<file path="src/rtl/root_req_sequencer.sv">
// root_req_sequencer: FIFO-buffered request feeder for the nth-root unit; one request in flight at a time.
// Optional WAIT timeout with stale-result drop is enabled by defining ROOT_SEQ_TIMEOUT_EN.
module root_req_sequencer #(
   parameter int DEPTH       = 4,
   parameter int HOLD_CYC    = 2
`ifdef ROOT_SEQ_TIMEOUT_EN
   ,
   parameter int TIMEOUT_CYC = 1023
`endif
) (
   input  logic        clk,
   input  logic        rst_n,
   input  logic        req_valid,
   output logic        req_ready,
   input  logic [9:0]  req_radicand,
   input  logic [2:0]  req_degree,
   output logic        root_in_valid,
   output logic [9:0]  root_in_data_1,
   output logic [2:0]  root_in_data_2,
   input  logic        root_out_valid,
   input  logic [19:0] root_out_data,
   output logic        rsp_valid,
   input  logic        rsp_ready,
   output logic [19:0] rsp_data,
   output logic        rsp_err,
   output logic        busy
);

   localparam int AW = $clog2(DEPTH);
   localparam int HW = (HOLD_CYC > 1) ? $clog2(HOLD_CYC) : 1;

   typedef enum logic [1:0] {IDLE, DRIVE, WAIT, RESP} state_t;

   // Handshakes: a transfer happens on a rising edge where valid && ready; a source never
   // drops valid or changes its payload while valid && !ready.

   logic [9:0]  mem_rad [DEPTH];
   logic [2:0]  mem_deg [DEPTH];
   logic [AW:0] wr_ptr, rd_ptr;
   logic        full, empty, push, pop, issue_ok;
   logic [9:0]  head_rad;
   logic [2:0]  head_deg;

   state_t      state, state_n;
   logic [HW-1:0] hold_cnt, hold_n;
   logic        riv_n, rv_n, re_n;
   logic [9:0]  d1_n;
   logic [2:0]  d2_n;
   logic [19:0] rd_n;

`ifdef ROOT_SEQ_TIMEOUT_EN
   localparam int TW = $clog2(TIMEOUT_CYC + 1);
   logic [TW-1:0] tmo_cnt, tmo_n;
   logic          stale, stale_n;
`endif

   assign empty     = (wr_ptr == rd_ptr);
   assign full      = (wr_ptr[AW] != rd_ptr[AW]) && (wr_ptr[AW-1:0] == rd_ptr[AW-1:0]);
   assign req_ready = !full;
   assign push      = req_valid && !full;
   assign head_rad  = mem_rad[rd_ptr[AW-1:0]];
   assign head_deg  = mem_deg[rd_ptr[AW-1:0]];
   assign busy      = !empty || (state != IDLE);

`ifdef ROOT_SEQ_TIMEOUT_EN
   assign issue_ok = !empty && !root_out_valid && !stale;
`else
   assign issue_ok = !empty && !root_out_valid;
`endif

   always_ff @(posedge clk) begin
      if (push) begin
         mem_rad[wr_ptr[AW-1:0]] <= req_radicand;
         mem_deg[wr_ptr[AW-1:0]] <= req_degree;
      end
   end

   always_comb begin
      state_n = state;
      hold_n  = hold_cnt;
      riv_n   = root_in_valid;
      d1_n    = root_in_data_1;
      d2_n    = root_in_data_2;
      rv_n    = rsp_valid;
      rd_n    = rsp_data;
      re_n    = rsp_err;
      pop     = 1'b0;
`ifdef ROOT_SEQ_TIMEOUT_EN
      tmo_n   = tmo_cnt;
      stale_n = stale;
      // The first result after a timeout belongs to the abandoned request.
      if (stale && root_out_valid) stale_n = 1'b0;
`endif
      case (state)
         IDLE: begin
            if (issue_ok) begin
               pop = 1'b1;
               if (head_deg == 3'd0) begin
                  rv_n    = 1'b1;
                  re_n    = 1'b1;
                  rd_n    = 20'h0;
                  state_n = RESP;
               end else begin
                  d1_n    = head_rad;
                  d2_n    = head_deg;
                  riv_n   = 1'b1;
                  hold_n  = HW'(HOLD_CYC - 1);
                  state_n = DRIVE;
               end
            end
         end
         DRIVE: begin
            if (hold_cnt == '0) begin
               riv_n   = 1'b0;
               state_n = WAIT;
`ifdef ROOT_SEQ_TIMEOUT_EN
               tmo_n   = '0;
`endif
            end else begin
               hold_n = hold_cnt - HW'(1);
            end
         end
         WAIT: begin
            if (root_out_valid) begin
               rd_n    = root_out_data;
               re_n    = 1'b0;
               rv_n    = 1'b1;
               state_n = RESP;
            end
`ifdef ROOT_SEQ_TIMEOUT_EN
            else if (tmo_cnt == TW'(TIMEOUT_CYC - 1)) begin
               rd_n    = 20'h0;
               re_n    = 1'b1;
               rv_n    = 1'b1;
               stale_n = 1'b1;
               state_n = RESP;
            end else begin
               tmo_n = tmo_cnt + TW'(1);
            end
`endif
         end
         RESP: begin
            if (rsp_ready) begin
               rv_n    = 1'b0;
               state_n = IDLE;
            end
         end
         default: state_n = IDLE;
      endcase
   end

   always_ff @(posedge clk or negedge rst_n) begin
      if (!rst_n) begin
         wr_ptr         <= '0;
         rd_ptr         <= '0;
         state          <= IDLE;
         hold_cnt       <= '0;
         root_in_valid  <= 1'b0;
         root_in_data_1 <= 10'h0;
         root_in_data_2 <= 3'h0;
         rsp_valid      <= 1'b0;
         rsp_data       <= 20'h0;
         rsp_err        <= 1'b0;
`ifdef ROOT_SEQ_TIMEOUT_EN
         tmo_cnt        <= '0;
         stale          <= 1'b0;
`endif
      end else begin
         wr_ptr         <= wr_ptr + (AW+1)'(push);
         rd_ptr         <= rd_ptr + (AW+1)'(pop);
         state          <= state_n;
         hold_cnt       <= hold_n;
         root_in_valid  <= riv_n;
         root_in_data_1 <= d1_n;
         root_in_data_2 <= d2_n;
         rsp_valid      <= rv_n;
         rsp_data       <= rd_n;
         rsp_err        <= re_n;
`ifdef ROOT_SEQ_TIMEOUT_EN
         tmo_cnt        <= tmo_n;
         stale          <= stale_n;
`endif
      end
   end

endmodule

</file>
<file path="config.mk">
export PLATFORM = sky130hd
export DESIGN_NAME = root_req_sequencer
export DESIGN_NICKNAME = d
export VERILOG_FILES = /design/src/rtl/root_req_sequencer.sv
export SDC_FILE = /design/constraint.sdc
export NUM_CORES = 1
export LEC_CHECK = 0
export BUFFER_PORTS_ARGS = -buffer_cell sky130_fd_sc_hd__buf_2
export CORE_MARGIN = 4
export CORE_UTILIZATION = 60
export DETAILED_ROUTE_END_ITERATION = 7
export HOLD_SLACK_MARGIN = 0.06
export MAX_ROUTING_LAYER = met4
export PLACE_DENSITY = 0.85
export SLEW_MARGIN = 20
export SYNTH_ARGS = -nofsm -noshare
export SYNTH_HDL_FRONTEND = slang
export SYNTH_SLANG_ARGS = --single-unit
</file>
<file path="constraint.sdc">
create_clock -name clk -period 5.9 [get_ports clk]
set_input_delay 0.59 -clock clk [delete_from_list [all_inputs] [get_ports clk]]
set_output_delay 0.59 -clock clk [all_outputs]
set_load 0.005 [all_outputs]
</file>
# --- Yosys cells after proc, flatten, opt, wreduce, memory -nomap -nowiden ---
# Memory sizes are Yosys's and may differ from the RTL's. A register that Yosys moved wholly into a read port is not among the register bits.
# Index checks and enable logic that the tools add are counted.
totals:
  mem_count: 2
  elab_cells: 74
  ff_bits: 35
  output_inout_bits: 38
  mem_bits_rw: 52
  inputBits: 38
classes:
  muxes: 27
  reduce_logical: 20
  add_sub_neg: 3
  bitwise: 1
  eq_ne: 12
mem_list:
  columns: ["memory", "words", "width", "rd", "rd_clocked_by_memory_dff", "wr", "line_no", "source"]
  rows:
  - ["mem_rad", 4, 10, 1, 1, 1, "37", "logic [9:0] mem_rad [DEPTH];"]
  - ["mem_deg", 4, 3, 1, 0, 1, "38", "logic [2:0] mem_deg [DEPTH];"]
ops:
  columns: ["operator", "count"]
  rows:
  - ["$mux W20", 3]
  - ["$pmux W20 S2", 1]
  - ["$mux W1", 13]
  - ["$ne A2 B2 Y1 const B", 6]
  - ["$reduce_and A4 Y1", 3]
  - ["$mux W2", 5]
  - ["$pmux W2 S4", 1]
  - ["$add A3 B1 Y3", 2]
  - ["$pmux W1 S2", 3]
  - ["$reduce_and A3 Y1", 2]
  - ["$reduce_bool A2 Y1", 3]
  - ["$reduce_and A5 Y1", 1]
  - ["$eq A2 B2 Y1 const B", 2]
  - ["$logic_not A1 Y1", 4]
  - ["$eq A3 B3 Y1", 1]
  - ["$logic_and A1 B1 Y1", 3]
  - ["$logic_not A3 Y1", 1]
  - ["$pmux W1 S3", 1]
  - ["$reduce_bool A3 Y1", 1]
  - ["$eq A2 B1 Y1 const B", 1]
  - ["$eq A2 B2 Y1", 1]
  - ["$logic_not A2 Y1", 1]
  - ["$logic_or A1 B1 Y1", 1]
  - ["$ne A1 B1 Y1", 1]
  - ["other kinds (2)", 2]

# --- Longest topological paths before layout ---
# Gate-level depths: netlist of run 1.
depth:
  depth_word: 6
  ltp_mapped: 8
  depth_no_buf: 7

# --- Worst setup path after synthesis of run 1 ---
# No wires, ideal clock.
synth_path:
  path_type: "register to register"
  startpoint: "register rd_ptr[2]"
  endpoint: "memory mem_deg[2][0], enable pin"
  required_ns: 5.498
  period_less_slack_ns: 2.360
  stages_incl_launch_ff: 5
  arrival_ns: 1.957
  setup_time_ns: 0.402
  n_path_buf: 0
  slack_ns: 3.540
  cell_sequence: "dfrtp_1 -> xnor2_1 -> nand3b_1 -> nand2_1 -> nor3b_1"
synth_between:
  elab_chain_len: 6
synth_lines:
  columns: ["element", "line_no", "source"]
  rows:
  - ["start: declaration", "39", "logic [AW:0] wr_ptr, rd_ptr;"]
  - ["start signal: assignment", "170", "rd_ptr <= rd_ptr + (AW+1)'(pop);"]
  - ["$ne A1 B1 Y1", "58", "assign full = (wr_ptr[AW] != rd_ptr[AW]) && (wr_ptr[AW-1:0] == rd_ptr[AW-1:0]);"]
  - ["$logic_and A1 B1 Y1", "58", null]
  - ["$logic_not A1 Y1", null, null]
  - ["via req_ready", "14", "output logic req_ready,"]
  - ["$logic_and A1 B1 Y1", "60", "assign push = req_valid && !full;"]
  - ["$mux W1", "72", "if (push) begin"]
  - ["$mux W1 (not written as such)", "74", "mem_deg[wr_ptr[AW-1:0]] <= req_degree;"]
  - ["end: declaration", "38", null]
# The timed path passes the listed nets, and every way through them passes these cells.

# --- Worst setup path in the final report of run 1 ---
layout_path:
  startpoint: "register rd_ptr[0]"
  endpoint: "register root_in_data_2[2]"
layout_between:
  elab_chain_len: 4
  elab_cells_between_ends: 7
  classes_between: "eq/ne (1); bitwise (1); reduce/logical (4); memory (1)"
layout_lines:
  columns: ["element", "line_no", "source"]
  rows:
  - ["$mem_v2 Z4 W3 / $eq A3 B3 Y1 (equally long branches)", null, null]
  - ["$logic_not A3 Y1 / $logic_not A1 Y1 (equally long branches)", "98, 68", null]
  - ["$not A1 Y1 (no line) / $logic_and A1 B1 Y1 (equally long branches)", null, null]
  - ["$reduce_and A3 Y1 (no line)", null, null]
  - ["end signal: assignment", "175", "root_in_data_2 <= d2_n;"]
  - ["end: declaration", "19", "output logic [2:0] root_in_data_2,"]
# Several ways; a longest one is shown, not always the timed one.
# A chain may end at the register's enable or synchronous reset.

==> results by group, run 1 <==
Setup path
  • CP cell instances: xnor2_1 -> a31o_2 -> nor3_2 -> mux2_2
  • Reg-to-reg startpoint: rd_ptr[0]
  • Crit end category: flip-flop
  • Worst Reg-to-Reg Cells: 4
  • Top delay family on crit path: flip-flops
  • Worst r2r dst: root_in_data_2[2]
  • Critical Path Slowest Stage Cell: dfrtp_1
  • FF-to-FF setup slack: 2.85 ns
  • CP Buf/Inv Count: 0
  • Highest net fanout along the worst path: 15
  • Critical Path Start Type: flip-flop
  • Slowest stage delay, CP: 0.96 ns
  • Critical Path AT: 3.29 ns
  • Crit Path Class: reg2reg
  • Data required time of the worst path: 6.14 ns

Placement
  • Setup WS pre-CTS: 2.57 ns
  • Port buffer count: 75
  • Dpl hpwl: 5650 microns
  • GP Congestion: 0.759
  • Area after DPL: 4720 sq um
  • Placed Cells: 478

Final layout
  • ANT cells: 0
  • Syn-to-layout area delta: 15.5%
  • Commonest cells after routing, fill and taps aside: buf_2 (74), edfxtp_1 (52), dfrtp_1 (45), a21oi_1 (41)
  • Fin area: 4950 sq um
  • Commonest non-fill, non-tap cell in the layout: buf_2
  • Final cell count without fillers: 494
  • Fraction of layout cells with a size suffix above 1: 31.9%
  • Final net count: 440

Pwr
  • P_leak: 1.97 nW
  • Total Power: 2.54 mW
  • Worst IR drop on VDD: 0.314 mV
  • Internal Power: 1.59 mW
  • PwrDens: 514 nW/um^2
  • Clk pwr share: 16.7%
  • Reg power frac: 45.1%
  • Switch share: 37.5%
  • Comb power frac: 38.2%
  • Sw power: 0.952 mW

CTS
  • Setup Buffers After CTS: 0
  • Inserted Clock Buffers: 9
  • Post_cts resized: 0
  • Clk slew on worst S/H paths: 0.11 ns
  • CTS sink count: 97
  • H-tree Lvls: 3
  • Latest clock arrival within the worst-skew pair: 0.36 ns
  • TritonCTS clock tree: built
  • Deepest clock path buffer count: 2
  • Root Driver: clkbuf_8
  • Post-CTS Hold Buffers: 0

STA
  • Clock Skews: 0.0153 ns
  • Max-Slew Margin vs Limit: 27.8%
  • Unrepaired setup endpoints after global routing: no
  • Crit share post-route: 51.7%
  • Setup TNS: 0 ns
  • Slew @ Worst Pin: 1.08 ns
  • Max Fclk: 0.328 GHz
  • Final setup violation count: 0
  • Post-route setup slack: 2.85 ns
  • Final Max Slew Viols: 0
  • Min Tclk post-route: 3.05 ns
  • Final hold vios: 0

Global routing
  • GRT overflow: 0
  • Initial antenna violation count: 0
  • Tot GR Track Use: 21.4%
  • Largest net degree at the start of global routing: 48
  • Vias in the first global route: 2777
  • First-pass GRT wire length: 13700 microns

Routing
  • WL per Instance: 17.2 microns
  • DRT Pass-1 Iters: 5
  • Via/cell ratio: 5.70
  • Routed WL: 8480 microns
  • Via count: 2818
  • Routed Antenna Nets: 0
  • Residual DRC: 0
  • DRT iter0 DRCs: 238

Die
  • Ports: 76
  • Site row count: 30
  • Initial Util: 62.3%
  • Die Ht: 92.5 microns
  • Die outline width: 92.5 microns
  • Total core area: 6870 sq um
  • Die area: 8550 sq um

Logic synthesis
  • Post-Syn Area: 4280 sq um
  • Cells after synthesis: 325
  • Number of synthesized register bits: 97
  • Sequential share of the synthesized area: 62.8%
  • Post-Syn Area per Cell: 13.2 sq um
  • Yosys cell types: 35
  • Syn nets: 372
  • Yosys Warn Count: 0

Run
  • Maximum capacitance violations: 0

Worst hold path
  • Hold crit path type: in2async

Run status
  • Status: finished, final reports clean
## worst register-to-register path: stages (launching register included)
cell and delay, ns:
dfrtp_1 0.96, xnor2_1 0.29, a31o_2 0.39, nor3_2 0.87
mux2_2 0.43
## state kept, by name (all words and copies together) (netlist names), 2 cells and up
name	cells
state	2
wr_ptr	3
mem_rad	40
rd_ptr	3
rsp_data	20
mem_deg	12
root_in_data_2	3
root_in_data_1	10
## kinds of logic after synthesis
| group | Yosys count | synth area share [%] |
|---|---|---|
| DFF | 97 | 62.8 |
| and+or+nand+nor | 85 | 10.8 |
| AOI/OAI and AO/OA | 73 | 9.21 |
| buffers and inverters | 28 | 2.86 |
| muxes | 28 | 10.7 |
| adders and majority gates | 9 | 2.63 |
| xor gates and xnor gates | 5 | 1.02 |
## Yosys cell counts
master    count  share of area [%]
edfxtp_1     52                 36
dfrtp_1      45                 26
a21oi_1      41                4.8
nand2_1      23                2.0
o21ai_0      23                2.7
nand2b_1     22                3.2
nand3_1      21                2.5
clkbuf_1     17                1.5
mux4_2       13                6.8
mux2_2       12                3.2
ha_1          9                2.6
inv_1         7               0.61
nor2_1        5               0.44
mux2i_1       3               0.70
nor3_1        3               0.35
nor3b_1       3               0.53
xnor2_1       3               0.61
a311o_1       2               0.47
and3_1        2               0.29
buf_6         2               0.53
clkbuf_2      2               0.23
xor2_1        2               0.41
a21boi_0      1               0.18
a22oi_1       1               0.18
a311oi_1      1               0.20
a31o_2        1               0.20
a31oi_1       1               0.15
nand3b_1      1               0.18
nand4_1       1               0.15
nor2b_1       1               0.15
nor3_2        1               0.23
nor4b_4       1               0.56
o22ai_1       1               0.15
o41ai_1       1               0.20
or3_4         1               0.26
## metrics by stage
stage,hold WS (ns),utilization (%)
detailed placement,0.479,68.8
global placement,0.484,68.7
global route,0.234,72.0
floorplan,0.294,-
CTS,0.418,71.8
finish,0.219,72.0
## power by group through the flow
stage	sequential, mW	clock, mW	combinational [mW]
floorplan	1.09	0	0.709
global placement	1.14	0	0.907
detailed placement	1.16	0	0.960
CTS	1.14	0.432	0.969
global route	1.18	0.469	1.07
finish	1.15	0.426	0.971
## final cells by class
cell class | instances | area, sq um
flip-flops and latches | 97 | 2690
fillers | 447 | 1920
multi-input cells | 200 | 1510
repair buffers | 78 | 400
clock buffers | 9 | 124
well taps | 96 | 120
clock inverters | 7 | 81.3
inverters | 7 | 26.3
## routing by layer
| metal | part of all wire (%) | up-vias | GRT usage [%] |
|---|---|---|---|
| met2 | 52 | 99 | 34.9 |
| met4 | 0.93 | 0 | 6.06 |
| li1 | - | 1332 | - |
| met3 | 5.9 | 10 | 4.79 |
| met1 | 41 | 1377 | 27.2 |
| met5 | 0 | - | - |
## worst max path at each step
stage / startpoint / end / depth (start not counted)
floorplan: rd_ptr[2] / mem_deg[2][0] / 4
global placement: rd_ptr[0] / rsp_data[0] / 4
detailed placement: rd_ptr[0] / rsp_data[4] / 4
CTS: rd_ptr[0] / rsp_data[4] / 4
global route: rd_ptr[0] / root_in_data_2[2] / 4
finish: rd_ptr[0] / root_in_data_2[2] / 4
(Power assumes the default switching activity.)
==> run 2, diff against run 1 <==
--- a/config.mk
+++ b/config.mk
@@ -7,11 +7,11 @@
 export LEC_CHECK = 0
 export BUFFER_PORTS_ARGS = -buffer_cell sky130_fd_sc_hd__buf_2
 export CORE_MARGIN = 4
-export CORE_UTILIZATION = 60
+export CORE_UTILIZATION = 50
 export DETAILED_ROUTE_END_ITERATION = 7
 export HOLD_SLACK_MARGIN = 0.06
 export MAX_ROUTING_LAYER = met4
-export PLACE_DENSITY = 0.85
+export PLACE_DENSITY = 0.75
 export SLEW_MARGIN = 20
 export SYNTH_ARGS = -nofsm -noshare
 export SYNTH_HDL_FRONTEND = slang
==> constraint.sdc (replaced) <==
create_clock -name clk -period 2.6 [get_ports clk]
set_input_delay 0.26 -clock clk [delete_from_list [all_inputs] [get_ports clk]]
set_output_delay 0.26 -clock clk [all_outputs]
set_load 0.005 [all_outputs]
==> run 2 against run 1 <==
Via count is 0.99% higher; clock skew is 0.0014 ns lower; critical path type unchanged; setup slack worse by 2.5 ns; largest cell class unchanged; sequential share of layout area is 0.62 points lower; clock power is 130% higher; final area is 1.2% higher; power is 130% higher; fmax is 37% higher; core utilization is 11 points lower; largest power group unchanged; register-to-register slack worse by 2.5 ns; global-route usage is 2.9 points lower; first-iteration DRC count is 43% lower; highest routed layer unchanged.
==> results by group, run 2 (synthesis results as in run 1) <==
Run
  • Maximum capacitance violations: 0 (unchanged)

Pwr
  • Worst IR drop on VDD: 0.646 mV (+110%)
  • PwrDens: 1150 nW/um^2 (+120%)
  • Switch share: 36.8% (-0.61 points)
  • Reg power frac: 43.8% (-1.3 points)
  • Comb power frac: 39.5% (+1.3 points)
  • P_leak: 2.01 nW (+1.8%)
  • Internal Power: 3.65 mW (+130%)
  • Total Power: 5.77 mW (+130%)
  • Clk pwr share: 16.7% (about the same)
  • Sw power: 2.13 mW (+120%)

STA
  • Max-Slew Margin vs Limit: 55.3% (+28 points)
  • Final Max Slew Viols: 0 (unchanged)
  • Post-route setup slack: 0.369 ns (-2.48 ns)
  • Hold WS: 0.0978 ns (-0.122 ns)
  • Final hold vios: 0 (unchanged)
  • Min Tclk post-route: 2.23 ns (-0.819 ns)
  • Crit share post-route: 85.8% (+34 points)
  • Slew @ Worst Pin: 0.670 ns (-0.407 ns)
  • Unrepaired setup endpoints after global routing: no
  • Setup TNS: 0 ns (unchanged)
  • Max Fclk: 0.448 GHz (+37%)
  • Clock Skews: 0.0139 ns (-0.00139 ns)
  • Final setup violation count: 0 (unchanged)

Worst hold path
  • Hold_sp: req_radicand[7]
  • Hold crit path type: in2reg
  • End of the worst hold path: mem_rad[3][7]
  • Cell count of the worst hold path: 1

Setup path
  • Worst r2r dst: root_in_valid
  • Crit end category: flip-flop
  • Worst Reg-to-Reg Cells: 5 (+1)
  • Crit Path Class: reg2reg
  • FF-to-FF setup slack: 0.37 ns (-2.48 ns)
  • Critical Path Start Type: flip-flop
  • Critical Path AT: 2.48 ns (-0.81 ns)
  • Reg-to-reg startpoint: rd_ptr[1]
  • Data required time of the worst path: 2.85 ns (-3.29 ns)
  • Highest net fanout along the worst path: 10 (-5)

Global routing
  • First-pass GRT wire length: 14000 microns (+2.3%)
  • Largest net degree at the start of global routing: 47 (-2.1%)
  • Vias in the first global route: 2769 (-0.29%)
  • GRT overflow: 0 (unchanged)
  • Tot GR Track Use: 18.5% (-2.9 points)
  • Initial antenna violation count: 0 (unchanged)

Routing
  • Residual DRC: 0 (unchanged)
  • Routed WL: 8460 microns (-0.29%)
  • DRT Pass-1 Iters: 5 (unchanged)
  • Via/cell ratio: 5.56 (-2.6%)
  • DRT iter0 DRCs: 135 (-43%)
  • WL per Instance: 16.5 microns (-3.8%)
  • Routed Antenna Nets: 0 (unchanged)
  • Via count: 2846 (+0.99%)

Final layout
  • Fin area: 5000 sq um (+1.2%)
  • Syn-to-layout area delta: 16.9%
  • Final Util: 60.6% (-11 points)
  • Commonest cells after routing, fill and taps aside: buf_2 (74), edfxtp_1 (52), dfrtp_1 (45), a21oi_1 (41)
  • Commonest non-fill, non-tap cell in the layout: buf_2
  • Final net count: 449 (+2.0%)
  • Fraction of layout cells with a size suffix above 1: 32.9% (+1.0 points)
  • ANT cells: 0 (unchanged)
  • Final cell count without fillers: 512 (+3.6%)
  • Max reg flops: 40 (unchanged)

Die
  • Die outline width: 101 microns (+8.7%)
  • Site row count: 33 (+10%)
  • Die Ht: 101 microns (+8.7%)
  • Die area: 10100 sq um (+18%)
  • Total core area: 8260 sq um (+20%)
  • Ports: 76 (unchanged)
  • Initial Util: 51.8% (-10 points)

CTS
  • Inserted Clock Buffers: 9 (unchanged)
  • TritonCTS clock tree: built
  • Root Driver: clkbuf_8
  • Latest clock arrival within the worst-skew pair: 0.37 ns (about the same)
  • Deepest clock path buffer count: 2 (unchanged)
  • CTS sink count: 97 (unchanged)
  • Clk slew on worst S/H paths: 0.11 ns (about the same)
  • Post_cts resized: 0 (unchanged)
  • H-tree Lvls: 3 (unchanged)

Placement
  • Placed Cells: 495 (+3.6%)
  • GP Congestion: 0.772 (+1.7%)
  • Port buffer count: 75 (unchanged)
  • Area after DPL: 4790 sq um (+1.4%)
  • Dpl hpwl: 5660 microns (+0.21%)
  • Setup WS pre-CTS: 0.373 ns (-2.19 ns)

Run status
  • Status: finished, final reports clean
## run 2: changes by cell type in the layout (fill, tap and decap cells not counted), sizes merged
cell and change:
buf +8, clkinv -1, dlygate4sd3 +1, inv +1
## run 2: cell type report
class                   count  area (sq um)
multi-input cells         200          1490
well taps                 105           131
flip-flops and latches     97          2690
inverters                   7          26.3
repair buffers             87           470
fillers                   653          3250
clock inverters             7          78.8
clock buffers               9           124
## run 2: worst max path at each step
stage | end | from | cells past startpoint | slack, ns
detailed placement | rsp_data[15] | rd_ptr[1] | 6 | 0.37
global placement | mem_rad[3][5] | rd_ptr[1] | 5 | 0.44
finish | root_in_valid | rd_ptr[1] | 5 | 0.37
floorplan | mem_deg[2][0] | rd_ptr[2] | 4 | 0.24
CTS | rsp_data[15] | rd_ptr[1] | 6 | 0.37
global route | mem_rad[3][4] | rd_ptr[1] | 5 | 0.23
## run 2: repair_timing
action / 4_1_cts / 5_1_grt
setup buffers: 0 / 0
hold endpoints to repair: 0 / 45
hold buffers: 0 / 1
## run 2: layer usage
layer / routed length (microns) / vias to the layer above / global-route usage [%]
met5: 0 / - / -
met2: 4200 / 78 / 29.5
li1: - / 1352 / -
met3: 489 / 14 / 4.01
met1: 3670 / 1402 / 24.4
met4: 95 / 0 / 4.97
## run 2: power by group through the flow
stage	clock (mW)	sequential (mW)	combinational (mW)
final	0.966	2.53	2.28
after global routing	1.07	2.60	2.55
after CTS	0.996	2.53	2.31
after detailed placement	0	2.56	2.30
after global placement	0	2.53	2.21
after floorplan	0	2.47	1.61
## run 2: worst max-delay path, stage by stage (launching register included)
cell     delay (ns)
dfrtp_1        0.66
buf_4          0.25
mux4_2         0.35
or3_4          0.39
nor4b_4        0.15
a311o_1        0.32
==> run 3, diff against run 2 <==
--- a/config.mk
+++ b/config.mk
@@ -12,6 +12,7 @@
 export HOLD_SLACK_MARGIN = 0.06
 export MAX_ROUTING_LAYER = met4
 export PLACE_DENSITY = 0.75
+export RECOVER_POWER = 100
 export SLEW_MARGIN = 20
 export SYNTH_ARGS = -nofsm -noshare
 export SYNTH_HDL_FRONTEND = slang
==> run 3 against run 2 <==
Non-clock buffer count unchanged; clock skew down 0.00095 ns; power down 1.5%; sequential share of layout area up 0.89 points; sequential cell count unchanged; setup slack worse by 0.093 ns; critical path type unchanged; largest cell class unchanged; highest routed layer unchanged.
==> results by group, run 3 (synthesis results as in run 1) <==
Run status
  • Status: finished, final reports clean

Setup path
  • Data required time of the worst path: 2.85 ns (about the same)
  • Last element of the critical path: hold_cnt
  • Crit Path Class: reg2reg
  • Critical Path Start Type: flip-flop
  • Critical path origin: rd_ptr[1]
  • Worst r2r dst: hold_cnt
  • Critical Path AT: 2.58 ns (+0.10 ns)
  • FF-to-FF setup slack: 0.28 ns (-0.09 ns)
  • Reg-to-reg startpoint: rd_ptr[1]
  • Highest net fanout along the worst path: 10 (unchanged)
  • Worst Reg-to-Reg Cells: 5 (unchanged)
  • Crit end category: flip-flop

Placement
  • Dpl hpwl: 5660 microns (unchanged)
  • GP Congestion: 0.772 (unchanged)
  • Placed Cells: 495 (unchanged)
  • Port buffer count: 75 (unchanged)
  • Setup WS pre-CTS: 0.373 ns (unchanged)
  • Area after DPL: 4790 sq um (unchanged)

Die
  • Total core area: 8260 sq um (unchanged)
  • Die Ht: 101 microns (unchanged)
  • Die outline width: 101 microns (unchanged)
  • Ports: 76 (unchanged)
  • Site row count: 33 (unchanged)
  • Die area: 10100 sq um (unchanged)
  • Initial Util: 51.8% (unchanged)

Final layout
  • Commonest non-fill, non-tap cell in the layout: edfxtp_1
  • Max reg flops: 40 (unchanged)
  • Final Util: 59.6% (-0.98 points)
  • Fraction of layout cells with a size suffix above 1: 25.1% (-7.9 points)
  • Final net count: 449 (unchanged)
  • Syn-to-layout area delta: 15.0%
  • Fin area: 4920 sq um (-1.6%)
  • ANT cells: 0 (unchanged)
  • Final cell count without fillers: 512 (unchanged)
  • FF+latch area: 2690 sq um (unchanged)
  • Multi-input logic area: 1450 sq um (-2.4%)
  • Fillers: 677 (+3.7%)
  • Commonest cells after routing, fill and taps aside: edfxtp_1 (52), buf_2 (47), dfrtp_1 (45), a21oi_1 (41), clkbuf_1 (27)

CTS
  • CTS sink count: 97 (unchanged)
  • Post-CTS Hold Buffers: 0 (unchanged)
  • Latest clock arrival within the worst-skew pair: 0.36 ns (about the same)
  • Deepest clock path buffer count: 2 (unchanged)
  • Root Driver: clkbuf_8
  • Inserted Clock Buffers: 9 (unchanged)
  • Clk slew on worst S/H paths: 0.11 ns (about the same)
  • Post_cts resized: 0 (unchanged)
  • H-tree Lvls: 3 (unchanged)
  • TritonCTS clock tree: built
  • Setup Buffers After CTS: 0 (unchanged)

STA
  • Final setup violation count: 0 (unchanged)
  • Clock Skews: 0.0129 ns (-0.000953 ns)
  • Final Max Slew Viols: 0 (unchanged)
  • Min Tclk post-route: 2.32 ns (+0.0933 ns)
  • Final hold vios: 0 (unchanged)
  • Hold WS: 0.142 ns (+0.0438 ns)
  • Unrepaired setup endpoints after global routing: no
  • Crit share post-route: 89.4% (+3.6 points)
  • Max-Slew Margin vs Limit: 23.6% (-32 points)
  • Post-route setup slack: 0.276 ns (-0.0933 ns)
  • Slew @ Worst Pin: 1.15 ns (+0.475 ns)
  • Max Fclk: 0.430 GHz (-4.0%)
  • Setup TNS: 0 ns (unchanged)

Routing
  • WL per Instance: 16.6 microns (+0.21%)
  • DRT Pass-1 Iters: 4 (-1)
  • Via count: 2829 (-0.60%)
  • Residual DRC: 0 (unchanged)
  • Via/cell ratio: 5.53 (-0.60%)
  • Routed WL: 8480 microns (+0.21%)
  • Routed Antenna Nets: 0 (unchanged)
  • DRT iter0 DRCs: 140 (+3.7%)

Worst hold path
  • Hold crit path type: in2reg

Global routing
  • Tot GR Track Use: 18.5% (unchanged)
  • Initial antenna violation count: 0 (unchanged)
  • First-pass GRT wire length: 14000 microns (unchanged)
  • GRT overflow: 0 (unchanged)
  • Vias in the first global route: 2769 (unchanged)
  • Largest net degree at the start of global routing: 47 (unchanged)

Run
  • Maximum capacitance violations: 0 (unchanged)

Pwr
  • P_leak: 1.91 nW (-4.8%)
  • Worst IR drop on VDD: 0.645 mV (-0.20%)
  • Total Power: 5.69 mW (-1.5%)
  • PwrDens: 1160 nW/um^2 (+0.12%)
run 3: worst min path at each step:
stage	slack (ns)	start	cells past startpoint	to
CTS	0.08	req_radicand[7]	1	mem_rad[3][7]
floorplan	-0.04	rst_n	0	hold_cnt
global route	0.13	req_radicand[9]	1	mem_rad[0][9]
detailed placement	0.48	req_radicand[7]	1	mem_rad[3][7]
finish	0.14	req_radicand[7]	1	mem_rad[3][7]
global placement	0.47	req_radicand[4]	1	mem_rad[1][4]
run 3: area by class of cell:
| cell class | instances | area share (%) |
|---|---|---|
| Inverter | 7 | 0.534 |
| Tap cell | 105 | 2.67 |
| Multi-Input combinational cell | 200 | 29.5 |
| Sequential cell | 97 | 54.6 |
| Clock buffer | 9 | 2.52 |
| Timing Repair Buffer | 87 | 8.62 |
| Clock inverter | 7 | 1.60 |
run 3: power breakdown:
| group | internal, mW | switching, mW | leakage, nW |
|---|---|---|---|
| clock network | 0.383 | 0.584 | 0.102 |
| registers | 2.17 | 0.357 | 1.03 |
| logic | 1.03 | 1.16 | 0.777 |
run 3: critical path: stages, from the launching register on:
cell,delay [ns]
dfrtp_1,0.66
buf_4,0.25
mux4_2,0.34
or3_1,0.44
nor4b_1,0.20
a311o_1,0.33
run 3: layer usage:
| metal | up-vias | wire length [microns] | track usage, % |
|---|---|---|---|
| met3 | 10 | 495 | 4.01 |
| met2 | 80 | 4220 | 29.5 |
| met5 | - | 0 | - |
| li1 | 1350 | - | - |
| met4 | 0 | 79 | 4.97 |
| met1 | 1389 | 3680 | 24.4 |
